File: src/rtl/prio_rr_arbiter.sv
// prio_rr_arbiter
//   Registered N-way arbiter with a software-selectable policy: fixed priority
//   (lowest index wins) or round-robin (scan starts one past the last owner).
//   A grant is held until the owner signals done, drops its request, or hits
//   HOLD_MAX consecutive cycles. There is always one idle cycle between grants.
//
// Ports
//   clk          rising-edge clock
//   rst_n        asynchronous active-low reset
//   mode         0 = fixed priority, 1 = round-robin (sampled when arbitrating)
//   req[N]       level-sensitive request vector
//   done[N]      release strobe; only the current owner's bit is honoured
//   grant[N]     registered one-hot grant
//   grant_valid  registered OR of grant
//   grant_id     binary index of owner; keeps the last owner while idle
//   timeout      one-cycle pulse after a grant is revoked at HOLD_MAX
//   onehot_err   sticky flag, set if grant ever has more than one bit high
module prio_rr_arbiter #(
    parameter int unsigned N        = 4,
    parameter int unsigned HOLD_MAX = 8,
    localparam int unsigned IDW     = (N > 1) ? $clog2(N) : 1
) (
    input  logic           clk,
    input  logic           rst_n,
    input  logic           mode,
    input  logic [N-1:0]   req,
    input  logic [N-1:0]   done,
    output logic [N-1:0]   grant,
    output logic           grant_valid,
    output logic [IDW-1:0] grant_id,
    output logic           timeout,
    output logic           onehot_err
);

    localparam int unsigned CW = $clog2(HOLD_MAX + 1);

    typedef enum logic {StIdle, StOwn} state_e;

    state_e         state_q, state_d;
    logic [N-1:0]   grant_q, grant_d;
    logic           grant_valid_q;
    logic [IDW-1:0] grant_id_q, grant_id_d;
    logic [IDW-1:0] rr_ptr_q, rr_ptr_d;
    logic [CW-1:0]  hold_cnt_q, hold_cnt_d;
    logic           timeout_q, timeout_d;
    logic           onehot_err_q, onehot_err_d;

    logic           win_found;
    logic [IDW-1:0] win_id;
    logic [IDW-1:0] scan_id;
    logic           owner_done, owner_req, at_max, multi_hot;

    // Winner selection. Loops run from the far end downwards so the last hit
    // assigned is the one closest to the scan start.
    always_comb begin
        win_found = 1'b0;
        win_id    = '0;
        scan_id   = '0;
        if (!mode) begin
            for (int i = N - 1; i >= 0; i--) begin
                if (req[IDW'(i)]) begin
                    win_found = 1'b1;
                    win_id    = IDW'(i);
                end
            end
        end else begin
            for (int k = N - 1; k >= 0; k--) begin
                scan_id = IDW'((int'(rr_ptr_q) + k) % int'(N));
                if (req[scan_id]) begin
                    win_found = 1'b1;
                    win_id    = scan_id;
                end
            end
        end
    end

    assign owner_done = done[grant_id_q];
    assign owner_req  = req[grant_id_q];
    assign at_max     = (hold_cnt_q == CW'(HOLD_MAX));
    // More than one bit set: clearing the lowest set bit leaves something.
    assign multi_hot  = ((grant_q & (grant_q - 1'b1)) != '0);

    always_comb begin
        state_d      = state_q;
        grant_d      = grant_q;
        grant_id_d   = grant_id_q;
        rr_ptr_d     = rr_ptr_q;
        hold_cnt_d   = hold_cnt_q;
        timeout_d    = 1'b0;
        onehot_err_d = onehot_err_q | multi_hot;

        unique case (state_q)
            StIdle: begin
                if (win_found) begin
                    grant_d    = N'(1) << win_id;
                    grant_id_d = win_id;
                    hold_cnt_d = CW'(1);
                    state_d    = StOwn;
                end
            end
            StOwn: begin
                if (owner_done || !owner_req || at_max) begin
                    grant_d  = '0;
                    state_d  = StIdle;
                    rr_ptr_d = (grant_id_q == IDW'(N - 1)) ? '0 : grant_id_q + 1'b1;
                    // Only a forced revocation counts; a voluntary release wins.
                    timeout_d = at_max && !owner_done && owner_req;
                end else begin
                    hold_cnt_d = hold_cnt_q + 1'b1;
                end
            end
            default: state_d = StIdle;
        endcase
    end

    always_ff @(posedge clk or negedge rst_n) begin
        if (!rst_n) begin
            state_q       <= StIdle;
            grant_q       <= '0;
            grant_valid_q <= 1'b0;
            grant_id_q    <= '0;
            rr_ptr_q      <= '0;
            hold_cnt_q    <= '0;
            timeout_q     <= 1'b0;
            onehot_err_q  <= 1'b0;
        end else begin
            state_q       <= state_d;
            grant_q       <= grant_d;
            grant_valid_q <= |grant_d;
            grant_id_q    <= grant_id_d;
            rr_ptr_q      <= rr_ptr_d;
            hold_cnt_q    <= hold_cnt_d;
            timeout_q     <= timeout_d;
            onehot_err_q  <= onehot_err_d;
        end
    end

    assign grant       = grant_q;
    assign grant_valid = grant_valid_q;
    assign grant_id    = grant_id_q;
    assign timeout     = timeout_q;
    assign onehot_err  = onehot_err_q;

endmodule

File: config.mk
export PLATFORM = sky130hd
export DESIGN_NAME = prio_rr_arbiter
export DESIGN_NICKNAME = d
export VERILOG_FILES = /design/src/rtl/prio_rr_arbiter.sv
export SDC_FILE = /design/constraint.sdc
export NUM_CORES = 1
export LEC_CHECK = 0
export ABC_AREA = 1
export BUFFER_PORTS_ARGS = -buffer_cell sky130_fd_sc_hd__buf_4
export CAP_MARGIN = 30
export CORE_MARGIN = 2
export CORE_UTILIZATION = 50
export CTS_BUF_LIST = sky130_fd_sc_hd__clkbuf_8 sky130_fd_sc_hd__clkbuf_16
export DETAILED_ROUTE_END_ITERATION = 16
export PLACE_DENSITY = 0.79
export SLEW_MARGIN = 40
export SYNTH_ARGS = -nofsm -noshare
export SYNTH_HDL_FRONTEND = slang
export SYNTH_SLANG_ARGS = --single-unit
File: constraint.sdc
create_clock -name clk -period 4.7 [get_ports clk]
set_input_delay 0.94 -clock clk [delete_from_list [all_inputs] [get_ports clk]]
set_output_delay 0.94 -clock clk [all_outputs]
set_load 0.01 [all_outputs]
Word level (Yosys, flattened, before mapping) --
Cells that the tools add are included.
Storage, ports and cells: bits of input ports 11, word-level logic and storage cells 76, register bits 16
Cells by class: add/subtract/negate cells 6, shift-type cells 1, eq/ne operators 4, bitwise logic cells 3, mux-type cells 38, reduce and logical (&&, ||, !) cells 11, $lt $le $gt $ge 5
Operators with widths (number):
- $mux W1 | 17
- $mux W2 | 8
- $mux W4 | 4
- $pmux W4 S2 | 2
- $lt A2 B3 Y1 const B | 5
- $bmux W1 S2 | 6
- $reduce_and A2 Y1 | 3
- $add A2 B1 Y2 const B | 2
- $add A2 B2 Y2 const B | 2
- $add A4 B1 Y4 const B | 1
- $and A4 B4 Y4 | 1
- $eq A4 B4 Y1 const B | 1
- $ne A2 B2 Y1 const B | 2
- $reduce_bool A4 Y1 | 1
- $reduce_or A4 Y1 | 1
- $shl A1 B2 Y4 const A | 1
- $sub A4 B1 Y4 const B | 1
- $eq A2 B2 Y1 const B | 1
- $logic_and A1 B1 Y1 | 2
- $logic_not A1 Y1 | 2
- $logic_or A1 B1 Y1 | 2
- $pmux W1 S2 | 1
- $not A1 Y1 | 1
- $or A1 B1 Y1 | 1

Logic depth before layout (Yosys ltp) --
Gate-level depths: netlist (run 1).
depth after elaboration 12, depth in mapped cells 18, depth with buffers taken out 17

Least setup slack after synthesis (run 1) --
Ideal clock, no wire load.
path type input -> register, start input req[1], end register grant_valid_q, in the netlist grant_valid, path slack 2.702 ns, setup time 0.119 ns, path buffers 0, cell stages on the path 15, arrival time 1.879 ns, path through inv_1 nand2_1 nand3_2 nand2_1 nand3_2 nand2_1 nand2_1 nand2_1 nand2_2 nand2_1 nand2_1 nand2_1 nand2_2 nor2_1 nand2_1
Between the ends: longest elaborated chain between the ends 11, elaborated cells on any way between the ends 28
Ends and longest elaborated chain:
- from (decl) | line 26 | input logic [N-1:0] req,
- $bmux W1 S2 | line 69 | if (req[scan_id]) begin
- $mux W1 (not written as such) | line 69
- $mux W2 (4 in a row) | line 69
- $mux W2 | line 59 | if (!mode) begin
- $shl A1 B2 Y4 | line 95 | grant_d = N'(1) << win_id;
- $mux W4 | line 94 | if (win_found) begin
- $pmux W4 S2 * | line 92 | unique case (state_q)
- net grant_d[3] | line 40 | logic [N-1:0] grant_q, grant_d;
- $reduce_or A4 Y1 * | line 129 | grant_valid_q <= |grant_d;
- to (signal assigned) | line 129
- to (decl) | line 41 | logic grant_valid_q;
The timed path passes the listed nets; every way through them passes the cells marked *. The select of a mux whose other input is x is not followed. A chain may end at the register's enable or synchronous reset.

Worst setup path in the final report (run 1) --
Same ends and word-level chain as after synthesis.

==> results.toml, run 1 <==
[logic_synthesis]
synth_xor_area_share_pct = 0.824
synth_top_family_by_area = "simple AND/OR/NAND/NOR gates"
synthCells = 143
synth_nets = 157
synth_fa_ha_area_share_pct = 3.53
synth.distinct_cells = 26
ys_warn_count = 0
syn-cell-area_mm2 = 0.00106
synth-seq-area-share_pct = 37.6
yosys-mux-area-fraction_pct = 0
synth.avg_cell_area_um2 = 7.44
synth-simple-area-share_pct = 38.9
synth_seq_cells = 16
synth_compound_area_share_pct = 10.8

[critical_path]
r2r_slack_ns = 2.87
critPathMaxFanout = 5
critPathKind = "in -> reg"
crit_required_ns = 4.84
startpoint_type = "primary input"
arrival_ns = 2.23
endpoint_kind = "flip-flop"

[cells_and_area]
diodes = 0
final_area_mm2 = 0.00127
final_cells = 191
fin_util_pct = 64.1
final_nets = 180
layout-drive-gt1-share_pct = 26.8
area_growth_pct = 19.4

[clock_tree]
htree_num_levels = 1
post-cts-setup-buffer-count = 0
insertion_delay_ns = 0.25
cts_resized = 0
cts_buffers = 3
hold_buffers = 0
cts_tree = "built"
clockRootBuffer = "clkbuf_8"
path_clk_slew_ns = 0.06
clkSinkCount = 16
clk_path_buf_depth = 2

[timing]
fmax_mhz = 477
finalCritPeriodShare_pct = 44.6
finalSetupTns_ns = 0
relSlewSlack_pct = 77.9
report.final.slew_viol_count = 0
setup_viol = 0
worst_pin_slew_ns = 0.332
period_needed_ns = 2.10
rsz0062_at_grt = "false"
fin_skew_ns = 0.000733
hold_violations = 0

[grt]
grt-ovfl-total = 0
grt.busiest_layer = "met2"
grt_util_met2_pct = 39.0
met3_usage_pct = 2.73
met1_usage_pct = 22.1
antenna_found_initial = 0
first_global_vias = 978
grt.total_usage_pct = 20.8
grt_pass1_wl_um = 3940
grt_max_degree = 17

[pwr]
vdd.ir_drop.worst_mv = 0.356
p_leak_nw = 0.684
power_density_mw_per_mm2 = 635

[place]
post-dp-hpwl_um = 1850
globalplace.congestion = 0.793
dp.cells = 188
port_buffers = 19
placed_area_mm2 = 0.00123

[outcome]
status = "completed"

[route]
num_vias = 982
first_pass_iters = 4
route.detailed.drc = 0
wl_per_cell_um = 12.1
ant_nets = 0
drtIter0Drc = 14
via_per_inst = 5.14
wirelength_um = 2310

[die]
start_util_pct = 53.7
io_pins = 20
rows = 16
fp.dieH_um = 50.1
die_area_mm2 = 0.00251
core_area_mm2 = 0.00198
die_w_um = 50.1

[min_path]
hold_class = "reg -> reg"

[job]
maxCapViolCount = 0
## report_power, final
group	internal, mW	switching [mW]	total [mW]	leakage (nW)
clock network	0.0569	0.0450	0.102	0.0216
registers	0.190	0.0634	0.254	0.200
logic	0.170	0.280	0.450	0.462
total	0.417	0.389	0.806	0.684
## layout make-up
class                      count  area (um^2)
clock buffer                   3         41.3
multi-input combinational    107          576
fill                         174          712
timing repair buffer          19          143
sequential                    16          400
tap                           27         33.8
inverter                      19         76.3
## flip-flops by register name, indices dropped and copies added, names as in the netlist
signal,cells
timeout,1
rr_ptr_q,2
state_q,1
onehot_err,1
grant,4
grant_id,2
hold_cnt_q,4
grant_valid,1
## synth_stat cells
cell type   n  area, um^2
nand2_1    44         165
dfrtp_1    16         400
inv_1      16        60.1
nor2_1     11        41.3
nand2_2     8        50.1
a21oi_1     6        30.0
nand3_1     6        30.0
nand3_2     5        50.1
nor3_1      4        20.0
ha_1        3        37.5
nand2_4     3        33.8
o21ai_0     3        15.0
o31ai_1     3        22.5
inv_2       2        7.51
o21ai_1     2        10.0
a21oi_2     1        8.76
a31oi_1     1        6.26
and3_1      1        6.26
buf_6       1        11.3
inv_6       1        8.76
nor2_2      1        6.26
nor2_4      1        11.3
o21bai_1    1        7.51
o221ai_1    1        8.76
o22ai_1     1        6.26
xnor2_1     1        8.76
## per-stage QoR
stage / power (mW) / setup slack [ns] / hold WS (ns)
2_1_floorplan: 0.587 / 2.70 / 0.474
3_3_place_gp: 0.684 / 2.45 / 0.474
3_5_place_dp: 0.705 / 2.39 / 0.484
4_1_cts: 0.809 / 2.62 / 0.500
5_1_grt: 0.878 / 2.47 / 0.536
6_report: 0.806 / 2.60 / 0.496
## cells in the final DEF, fill, tap and decap left out, drive strengths merged
master,count
buf,19
o22ai,1
and3,1
ha,3
o21bai,1
o31ai,3
xnor2,1
a31oi,1
inv,19
nand2,55
dfrtp,16
o221ai,1
nor3,4
a21oi,7
nor2,13
o21ai,5
clkbuf,3
nand3,11
## path summary, 6_finish.rpt
path                                   from             to  cells past startpoint
worst max-delay path                 req[1]    grant_valid                     15
worst max register to register  rr_ptr_q[0]    grant_valid                     15
max in group asynchronous             rst_n     onehot_err                      1
min in group asynchronous             rst_n  hold_cnt_q[2]                      1
worst min register to register   onehot_err     onehot_err                      2
worst min-delay path             onehot_err     onehot_err                      2
## cells by family after synthesis
| family | Yosys count |
|---|---|
| flops | 16 |
| xor+xnor | 1 |
| compound gates | 19 |
| buf+inv | 20 |
| simple gates | 84 |
| fa+ha+maj | 3 |
## worst max-delay path, stage by stage
cell and delay (ns):
buf_4 0.11, inv_1 0.09, nand2_1 0.11, nand3_2 0.11
nand2_1 0.08, nor2_1 0.09, nand3_1 0.10, inv_2 0.12
a21oi_1 0.05, nand2_1 0.07, nand2_1 0.05, nand2_1 0.06
nand2_1 0.07, nor2_1 0.13, nand2_1 0.06
## routing by layer
layer  vias to the layer above  wire [um]
met1                       453        944
met2                        21       1230
met3                         7         68
li1                        501          -
met5                         -          0
met4                         0         63
Note: power is estimated with default switching activity, not from simulation.
==> run 2: changes to the inputs <==
Settings changed: CORE_UTILIZATION 50 to 48.
Clock period 4.7 ns to 1.79 ns, I/O delays scaled along.
==> run 2 against run 1 <==
Register-to-register slack worse by 2.8 ns. Worst setup slack worse by 2.6 ns. Utilization is 2.1 points higher. Flip-flop and latch count stayed put. Highest routed layer unchanged. Non-clock buffer count is 6 higher. Largest power group unchanged. First-iteration DRC count is 50% higher.
==> results.toml, run 2 (synthesis results as in run 1) <==
[place]
dp.cells = 189
port_buffers = 19
placed_area_mm2 = 0.00123
post-dp-hpwl_um = 1740
globalplace.congestion = 0.813
preCtsSetupSlack_ns = 0.0524

[route]
via_per_inst = 5.22
ant_nets = 0
wl_per_cell_um = 12.4
wirelength_um = 2450
first_pass_iters = 4
drtIter0Drc = 21
num_vias = 1033
route.detailed.drc = 0

[cells_and_area]
diodes = 0
final_cells = 198
layout-drive-gt1-share_pct = 39.4
area_growth_pct = 33.8
fin_util_pct = 66.2
final_nets = 186
final_cell_mix = "nand2_1 (35), buf_4 (24), inv_1 (16), dfrtp_1 (14), nand2_2 (13)"
final_area_mm2 = 0.00142
mostFrequentLayoutCell = "nand2_1"

[grt]
first_global_vias = 960
grt_pass1_wl_um = 3960
grt.total_usage_pct = 19.9
grt-ovfl-total = 0
antenna_found_initial = 0
grt_max_degree = 17

[critical_path]
critPathMaxFanout = 8
startpoint_type = "flip-flop"
crit_required_ns = 1.93
critPathKind = "reg -> reg"
endpoint_kind = "flip-flop"
arrival_ns = 1.90

[timing]
worst_pin_slew_ns = 0.291
hold_violations = 0
fin_skew_ns = 0.00359
finalCritPeriodShare_pct = 98.4
relSlewSlack_pct = 80.4
rsz0062_at_grt = "true"
fmax_mhz = 568
period_needed_ns = 1.76
setup_viol = 0
finalSetupTns_ns = 0
report.final.slew_viol_count = 0
final.setup.worst_slack_ns = 0.0284
timing.hold.ws_ns = 0.402

[clock_tree]
insertion_delay_ns = 0.25
cts_buffers = 3
clkSinkCount = 16
clockRootBuffer = "clkbuf_8"
path_clk_slew_ns = 0.06
clk_path_buf_depth = 2
htree_num_levels = 1
cts_tree = "built"

[pwr]
vdd.ir_drop.worst_mv = 1.08
p_total_mw = 2.42
power_density_mw_per_mm2 = 1700
p_leak_nw = 0.729

[die]
fp.dieH_um = 51.1
die_area_mm2 = 0.00261
core_area_mm2 = 0.00215
start_util_pct = 49.5
io_pins = 20
die_w_um = 51.1
rows = 17

[min_path]
hold_class = "in -> reg"

[outcome]
status = "completed"

[job]
maxCapViolCount = 0
==> run 2: area by class of cell <==
type	instances	area, um^2
Fill cell	187	726
Multi-Input combinational cell	107	677
Sequential cell	16	403
Timing Repair Buffer	25	190
Inverter	19	76.3
Clock buffer	3	41.3
Tap cell	28	35.0
==> run 2: where the power goes <==
| part | internal [mW] | switching [mW] |
|---|---|---|
| Clock | 0.149 | 0.112 |
| Sequential | 0.505 | 0.182 |
| Combinational | 0.591 | 0.878 |
| Total | 1.24 | 1.17 |
==> run 2: path summary, 6_finish.rpt <==
check | slack (ns) | cells past startpoint | to | start
setup / recovery | 0.03 | 13 | grant_valid | rr_ptr_q[0]
hold / removal | 0.40 | 4 | timeout | done[0]
setup reg to reg | 0.03 | 13 | grant_valid | rr_ptr_q[0]
max in group asynchronous | 1.09 | 2 | rr_ptr_q[0] | rst_n
min in group asynchronous | 0.50 | 2 | hold_cnt_q[1] | rst_n
hold reg to reg | 0.52 | 2 | onehot_err | onehot_err
==> run 2: layer usage <==
metal / global-route usage, % / up-vias / part of all wire, %
li1: - / 511 / -
met1: 23.2 / 500 / 42
met2: 36.1 / 18 / 54
met3: 3.80 / 4 / 2.9
met4: 6.76 / 0 / 0.94
met5: 0 / - / 0
==> run 2: worst max-delay path: stages (launching register included) <==
cell	delay (ns)
dfrtp_2	0.47
clkinv_4	0.14
nand2_4	0.11
nand3_4	0.08
nand2_4	0.10
nand3_4	0.08
a21oi_4	0.17
nand2_2	0.07
nand2_2	0.09
o21bai_1	0.07
nand2_1	0.08
nand2_2	0.07
nor2_2	0.07
nand2_1	0.05
==> run 2: timing repair <==
item                                   4_1_cts  5_1_grt
resized for setup                            0       28
endpoints found under the hold margin       16        0
hold buffers                                 1        0
setup endpoints to repair                    0        8
setup buffers                                0        5
